--- config.mk ---
export PLATFORM = sky130hd
export DESIGN_NAME = instr_fetch_unit_flat
export DESIGN_NICKNAME = d
export VERILOG_FILES = /design/src/rtl/instr_fetch_unit_if.sv /design/src/rtl/instr_fetch_unit.sv /design/src/flat_wrapper.sv
export SDC_FILE = /design/constraint.sdc
export NUM_CORES = 1
export LEC_CHECK = 0
export ABC_AREA = 0
export ABC_CLOCK_PERIOD_IN_PS = 2500
export BUFFER_PORTS_ARGS = -buffer_cell sky130_fd_sc_hd__buf_2
export CAP_MARGIN = 10
export CORE_UTILIZATION = 40
export DETAILED_ROUTE_END_ITERATION = 8
export PLACE_DENSITY = 0.71
export RECOVER_POWER = 25
export SYNTH_ARGS = -nofsm -noshare
export SYNTH_HDL_FRONTEND = slang
export SYNTH_SLANG_ARGS = --single-unit
--- constraint.sdc ---
create_clock -name clk -period 2.5 [get_ports clk]
set_input_delay 0 -clock clk [delete_from_list [all_inputs] [get_ports clk]]
set_output_delay 0 -clock clk [all_outputs]
set_load 0.02 [all_outputs]
--- src/rtl/instr_fetch_unit_if.sv ---
// Fetch-unit bus bundle: PC exchange with pc_adder, imem request/response,
// and the valid/ready hand-off to decode.
interface instr_fetch_unit_if #(
  parameter int XLEN = 32
);
  logic [XLEN-1:0] pc;
  logic [XLEN-1:0] next_pc;
  logic [1:0]      pc_src;
  logic            imem_req_valid;
  logic [XLEN-1:0] imem_req_addr;
  logic            imem_req_ready;
  logic            imem_rsp_valid;
  logic [XLEN-1:0] imem_rsp_data;
  logic            if_valid;
  logic            if_ready;
  logic [XLEN-1:0] if_pc;
  logic [XLEN-1:0] if_instr;
  logic            fetch_misalign;

  // Fetch unit side
  modport master (
    output pc, imem_req_valid, imem_req_addr, if_valid, if_pc, if_instr, fetch_misalign,
    input  next_pc, pc_src, imem_req_ready, imem_rsp_valid, imem_rsp_data, if_ready
  );

  // Environment side (pc_adder, imem, decode)
  modport slave (
    input  pc, imem_req_valid, imem_req_addr, if_valid, if_pc, if_instr, fetch_misalign,
    output next_pc, pc_src, imem_req_ready, imem_rsp_valid, imem_rsp_data, if_ready
  );
endinterface

--- src/rtl/instr_fetch_unit.sv ---
// Fetch stage: owns the PC, keeps a single imem request in flight, buffers one
// instruction for decode, and squashes stale fetches after a redirect.
module instr_fetch_unit #(
  parameter logic [31:0] RESET_PC = 32'h0000_0000,
  parameter int          XLEN     = 32
) (
  input  logic                clk,
  input  logic                rst,
  instr_fetch_unit_if.master  bus
);

  typedef enum logic [1:0] {
    S_REQ  = 2'd0,  // issuing a request for pc
    S_WAIT = 2'd1,  // request accepted, awaiting its response
    S_HOLD = 2'd2,  // instruction buffered for decode
    S_DROP = 2'd3   // awaiting a response that must be discarded
  } state_e;

  localparam logic [1:0] SRC_SEQ   = 2'b00;
  localparam logic [1:0] SRC_BR    = 2'b01;
  localparam logic [1:0] SRC_JALR  = 2'b10;
  localparam logic [1:0] SRC_STALL = 2'b11;

  state_e          state_q, state_d;
  logic [XLEN-1:0] pc_q, pc_d;
  logic [XLEN-1:0] if_pc_q, if_pc_d;
  logic [XLEN-1:0] if_instr_q, if_instr_d;
  logic            misalign_q, misalign_d;

  logic stall, redirect, req_valid, req_hs, if_valid, if_hs, rsp;

  assign stall    = (bus.pc_src == SRC_STALL);
  assign redirect = (bus.pc_src == SRC_BR) || (bus.pc_src == SRC_JALR);
  assign rsp      = bus.imem_rsp_valid;

  // rst gating keeps both valids low before the first reset edge too
  assign req_valid = (state_q == S_REQ) && !stall && !rst;
  assign if_valid  = (state_q == S_HOLD) && !stall && !rst;
  assign req_hs    = req_valid && bus.imem_req_ready;
  assign if_hs     = if_valid && bus.if_ready;

  assign bus.pc             = pc_q;
  assign bus.imem_req_valid = req_valid;
  assign bus.imem_req_addr  = pc_q;
  assign bus.if_valid       = if_valid;
  assign bus.if_pc          = if_pc_q;
  assign bus.if_instr       = if_instr_q;
  assign bus.fetch_misalign = misalign_q;

  // Next-state, PC and buffer update; redirect outranks every other event
  always_comb begin
    state_d    = state_q;
    pc_d       = pc_q;
    if_pc_d    = if_pc_q;
    if_instr_d = if_instr_q;
    misalign_d = 1'b0;

    // Redirect target is force-aligned; the dropped low bits raise a one-cycle flag
    if (redirect) begin
      pc_d       = {bus.next_pc[XLEN-1:2], 2'b00};
      misalign_d = |bus.next_pc[1:0];
    end

    unique case (state_q)
      S_REQ: begin
        // A redirect racing an accepted request leaves an old-PC fetch in flight
        if (req_hs) state_d = redirect ? S_DROP : S_WAIT;
      end
      S_WAIT: begin
        if (redirect) begin
          state_d = rsp ? S_REQ : S_DROP;
        end else if (rsp) begin
          // Capture even under stall; pc is still the address that was fetched
          state_d    = S_HOLD;
          if_instr_d = bus.imem_rsp_data;
          if_pc_d    = pc_q;
        end
      end
      S_HOLD: begin
        if (redirect) begin
          state_d = S_REQ;
        end else if (if_hs && bus.pc_src == SRC_SEQ) begin
          state_d = S_REQ;
          pc_d    = bus.next_pc;
        end
      end
      S_DROP: begin
        if (rsp) state_d = S_REQ;
      end
      default: state_d = S_REQ;
    endcase
  end

  // State register with synchronous reset; in-flight responses die with it
  always_ff @(posedge clk) begin
    if (rst) begin
      state_q    <= S_REQ;
      pc_q       <= RESET_PC[XLEN-1:0];
      if_pc_q    <= '0;
      if_instr_q <= '0;
      misalign_q <= 1'b0;
    end else begin
      state_q    <= state_d;
      pc_q       <= pc_d;
      if_pc_q    <= if_pc_d;
      if_instr_q <= if_instr_d;
      misalign_q <= misalign_d;
    end
  end

endmodule

--- src/flat_wrapper.sv ---
// flat-port wrapper written by rule: the top's interface ports become plain ports
module instr_fetch_unit_flat 
#(
  parameter logic [31:0] RESET_PC = 32'h0000_0000,
  parameter int          XLEN     = 32
)
  (clk, rst, bus_pc, bus_imem_req_valid, bus_imem_req_addr, bus_if_valid, bus_if_pc, bus_if_instr, bus_fetch_misalign, bus_next_pc, bus_pc_src, bus_imem_req_ready, bus_imem_rsp_valid, bus_imem_rsp_data, bus_if_ready);
  instr_fetch_unit_if #(.XLEN(XLEN)) bus_i ();
  input  logic clk;
  input  logic rst;
  output wire logic [$bits(bus_i.pc)-1:0] bus_pc;
  output wire logic [$bits(bus_i.imem_req_valid)-1:0] bus_imem_req_valid;
  output wire logic [$bits(bus_i.imem_req_addr)-1:0] bus_imem_req_addr;
  output wire logic [$bits(bus_i.if_valid)-1:0] bus_if_valid;
  output wire logic [$bits(bus_i.if_pc)-1:0] bus_if_pc;
  output wire logic [$bits(bus_i.if_instr)-1:0] bus_if_instr;
  output wire logic [$bits(bus_i.fetch_misalign)-1:0] bus_fetch_misalign;
  input wire logic [$bits(bus_i.next_pc)-1:0] bus_next_pc;
  input wire logic [$bits(bus_i.pc_src)-1:0] bus_pc_src;
  input wire logic [$bits(bus_i.imem_req_ready)-1:0] bus_imem_req_ready;
  input wire logic [$bits(bus_i.imem_rsp_valid)-1:0] bus_imem_rsp_valid;
  input wire logic [$bits(bus_i.imem_rsp_data)-1:0] bus_imem_rsp_data;
  input wire logic [$bits(bus_i.if_ready)-1:0] bus_if_ready;
  assign bus_pc = bus_i.pc;
  assign bus_imem_req_valid = bus_i.imem_req_valid;
  assign bus_imem_req_addr = bus_i.imem_req_addr;
  assign bus_if_valid = bus_i.if_valid;
  assign bus_if_pc = bus_i.if_pc;
  assign bus_if_instr = bus_i.if_instr;
  assign bus_fetch_misalign = bus_i.fetch_misalign;
  assign bus_i.next_pc = bus_next_pc;
  assign bus_i.pc_src = bus_pc_src;
  assign bus_i.imem_req_ready = bus_imem_req_ready;
  assign bus_i.imem_rsp_valid = bus_imem_rsp_valid;
  assign bus_i.imem_rsp_data = bus_imem_rsp_data;
  assign bus_i.if_ready = bus_if_ready;
  instr_fetch_unit #(.RESET_PC(RESET_PC), .XLEN(XLEN)) u_core (.clk(clk), .rst(rst), .bus(bus_i));
endmodule
==> results.cfg <==
[routing]
first_iter_violations = 66
num_vias = 3880
viasPerCell = 4.65
drc = 0
drt_pass1_iterations = 4
ant_nets = 0
wirelength_um = 10800
wire_per_inst_um = 13.0

[sta]
skew_ns = 0.00564
min_period_over_period = 0.845
tightest_slew_ns = 0.958
post-route-min-period_ns = 2.11
clock.fmax_mhz = 474
finalSetupViolCount = 0
slew_headroom = 0.360
finalHoldViolCount = 0
rsz0062_at_grt = false
slew_violations = 0
setup-tns-final_ns = 0

[cells_and_area]
layout_commonest_cell = buf_2
nFillCells = 898
area_growth_syn_to_layout_pct = 41.2
num_antenna_cells = 0
layout_common_cells = buf_2, nand2_1, dfxtp_1
drive_gt1_frac = 0.241
postLayoutCellArea_mm2 = 0.00575
layout.nets = 770

[worst_setup_path]
worstPathArrival_ns = 2.40
path_class = flop to flop
cp-end-kind = flop
path_max_fanout = 16
reg2reg_depth = 5
cp-start-kind = flop
rrSetupSlack_ns = 0.39
critPathRequiredTime_ns = 2.79

[clock_tree]
clk_pin_slew_worst_paths_ns = 0.09
cts.sinks = 99
clk-insertion-delay-late_ns = 0.35
postCtsSetupBuffers = 0
htree_num_levels = 3
cts_tree = done
cts_buffer_depth = 2
cts_resized = 0
clock_tree.root_cell = clkbuf_8
numCtsBuffers = 9

[global_route]
first_global_vias = 3658
grt_use_total = 0.201
grt_pass1_wl_um = 16400
overflow = 0
grt_max_degree = 81
grt_antenna_before_repair = 0

[logic_synthesis]
synth_top_area_frac = 0.486
synth_top_family_by_area = simple AND/OR/NAND/NOR gates
ys.warnings.count = 0
synthTopCellsByArea = dfxtp_1, nand2_1, nand2b_1
synthAdderAreaFrac = 0.00614
synth.largest_area_cell = dfxtp_1
synthXorXnorAreaFrac = 0
synth-seq-cells = 99
synth_area_mm2 = 0.00407
synth_compound_area_frac = 0.0949
yosys.area_share.simple = 0.235
yosysSeqAreaShare = 0.486
ys_types = 27
synthCells = 476
synth_fp_nets = 549
synth.avg_cell_area_um2 = 8.56
synth.area.mux_share = 0.0762

[placement]
place_area_mm2 = 0.00493
place_congestion = 0.694
place.port_buffers = 201
dpl.hpwl_um = 6670

[power_and_ir_drop]
leakage_nw = 2.45
p_total_mw = 3.37
ir_drop_uv = 297
power_density_mw_per_mm2 = 586

[floorplan]
die_area_mm2 = 0.0106
start_util = 0.415
core_area_mm2 = 0.00982
rows = 36
die-width_um = 103
ioPinCount = 202
dieHeight_um = 103

[outcome]
status = completed

[min_path]
min_path_cells = 4
hp-class = input pin to flop

[flow_run]
cap_violations = 0
critical path, stage by stage, from the launching register on:
cell	delay, ns
dfxtp_1	0.57
or4b_4	0.24
inv_2	0.06
a31oi_4	0.70
buf_12	0.26
mux2i_1	0.20
logic make-up after synthesis:
group,Yosys count
fa+ha+maj,2
mux,31
simple gates,203
buf+inv,68
flops,99
compound gates,73
per-stage QoR:
stage / setup WS (ns) / hold slack (ns) / utilization / cells
2_1_floorplan: 0.871 / 0.136 / - / 476
3_3_place_gp: 0.481 / 0.241 / 0.502 / 751
3_5_place_dp: 0.396 / 0.246 / 0.502 / 751
4_1_cts: 0.385 / 0.0836 / 0.593 / 835
5_1_grt: 0.235 / 0.124 / 0.586 / 835
6_report: 0.389 / 0.0957 / 0.586 / 835
layout make-up:
cell class,count,area (um^2),share of cell area
Clock buffer,11,131,0.0228
Sequential cell,99,1980,0.345
Timing Repair Buffer,274,1670,0.290
Inverter,4,15.0,0.00261
Multi-Input combinational cell,309,1710,0.298
Tap cell,133,166,0.0289
Clock inverter,5,77.6,0.0135
power breakdown:
part / internal (mW) / total, mW / leakage, nW / switching [mW]
logic: 0.264 / 0.579 / 1.54 / 0.316
registers: 1.64 / 1.69 / 0.805 / 0.0562
clock network: 0.562 / 1.10 / 0.103 / 0.537
total: 2.46 / 3.37 / 2.45 / 0.909
cell usage after synthesis (all sizes together):
cell type and number:
or2 1, o211ai 1, nor3b 2, clkbuf 22, nor4bb 1, nand2b 60, nand2 130, inv 4
a31oi 3, nand4 2, dfxtp 99, mux2i 31, a21oi 67, nand3b 1, ha 2, nor2 2
or4b 1, buf 42, nand4bb 1, o21ai 2, nand3 1, nor4 1
final timing paths:
check / startpoint / endpoint
setup / recovery: u_core.state_q[0] / u_core.bus.imem_req_addr[30]
hold reg to reg: u_core.bus.if_pc[12] / u_core.bus.if_pc[12]
hold / removal: bus_imem_rsp_valid / u_core.state_q[1]
setup reg to reg: u_core.state_q[0] / u_core.bus.imem_req_addr[30]
registers in the layout (all words and copies together) (netlist names):
register,flops
u_core.bus.imem_req_addr,32
u_core.bus.if_instr,32
u_core.bus.if_pc,32
u_core.bus.fetch_misalign,1
u_core.state_q,2
metal layers:
metal | routed length (um) | track usage | vias up
li1 | - | - | 1936
met2 | 5460 | 0.352 | 137
met3 | 611 | 0.0508 | 27
met4 | 285 | 0.0964 | 0
met1 | 4500 | 0.227 | 1780
met5 | 0 | 0 | -
repair_timing:
action,4_1_cts,5_1_grt
hold endpoints to repair,67,0
hold buffers,68,0
endpoints found under the setup margin,0,0
(Power assumes the default switching activity.)
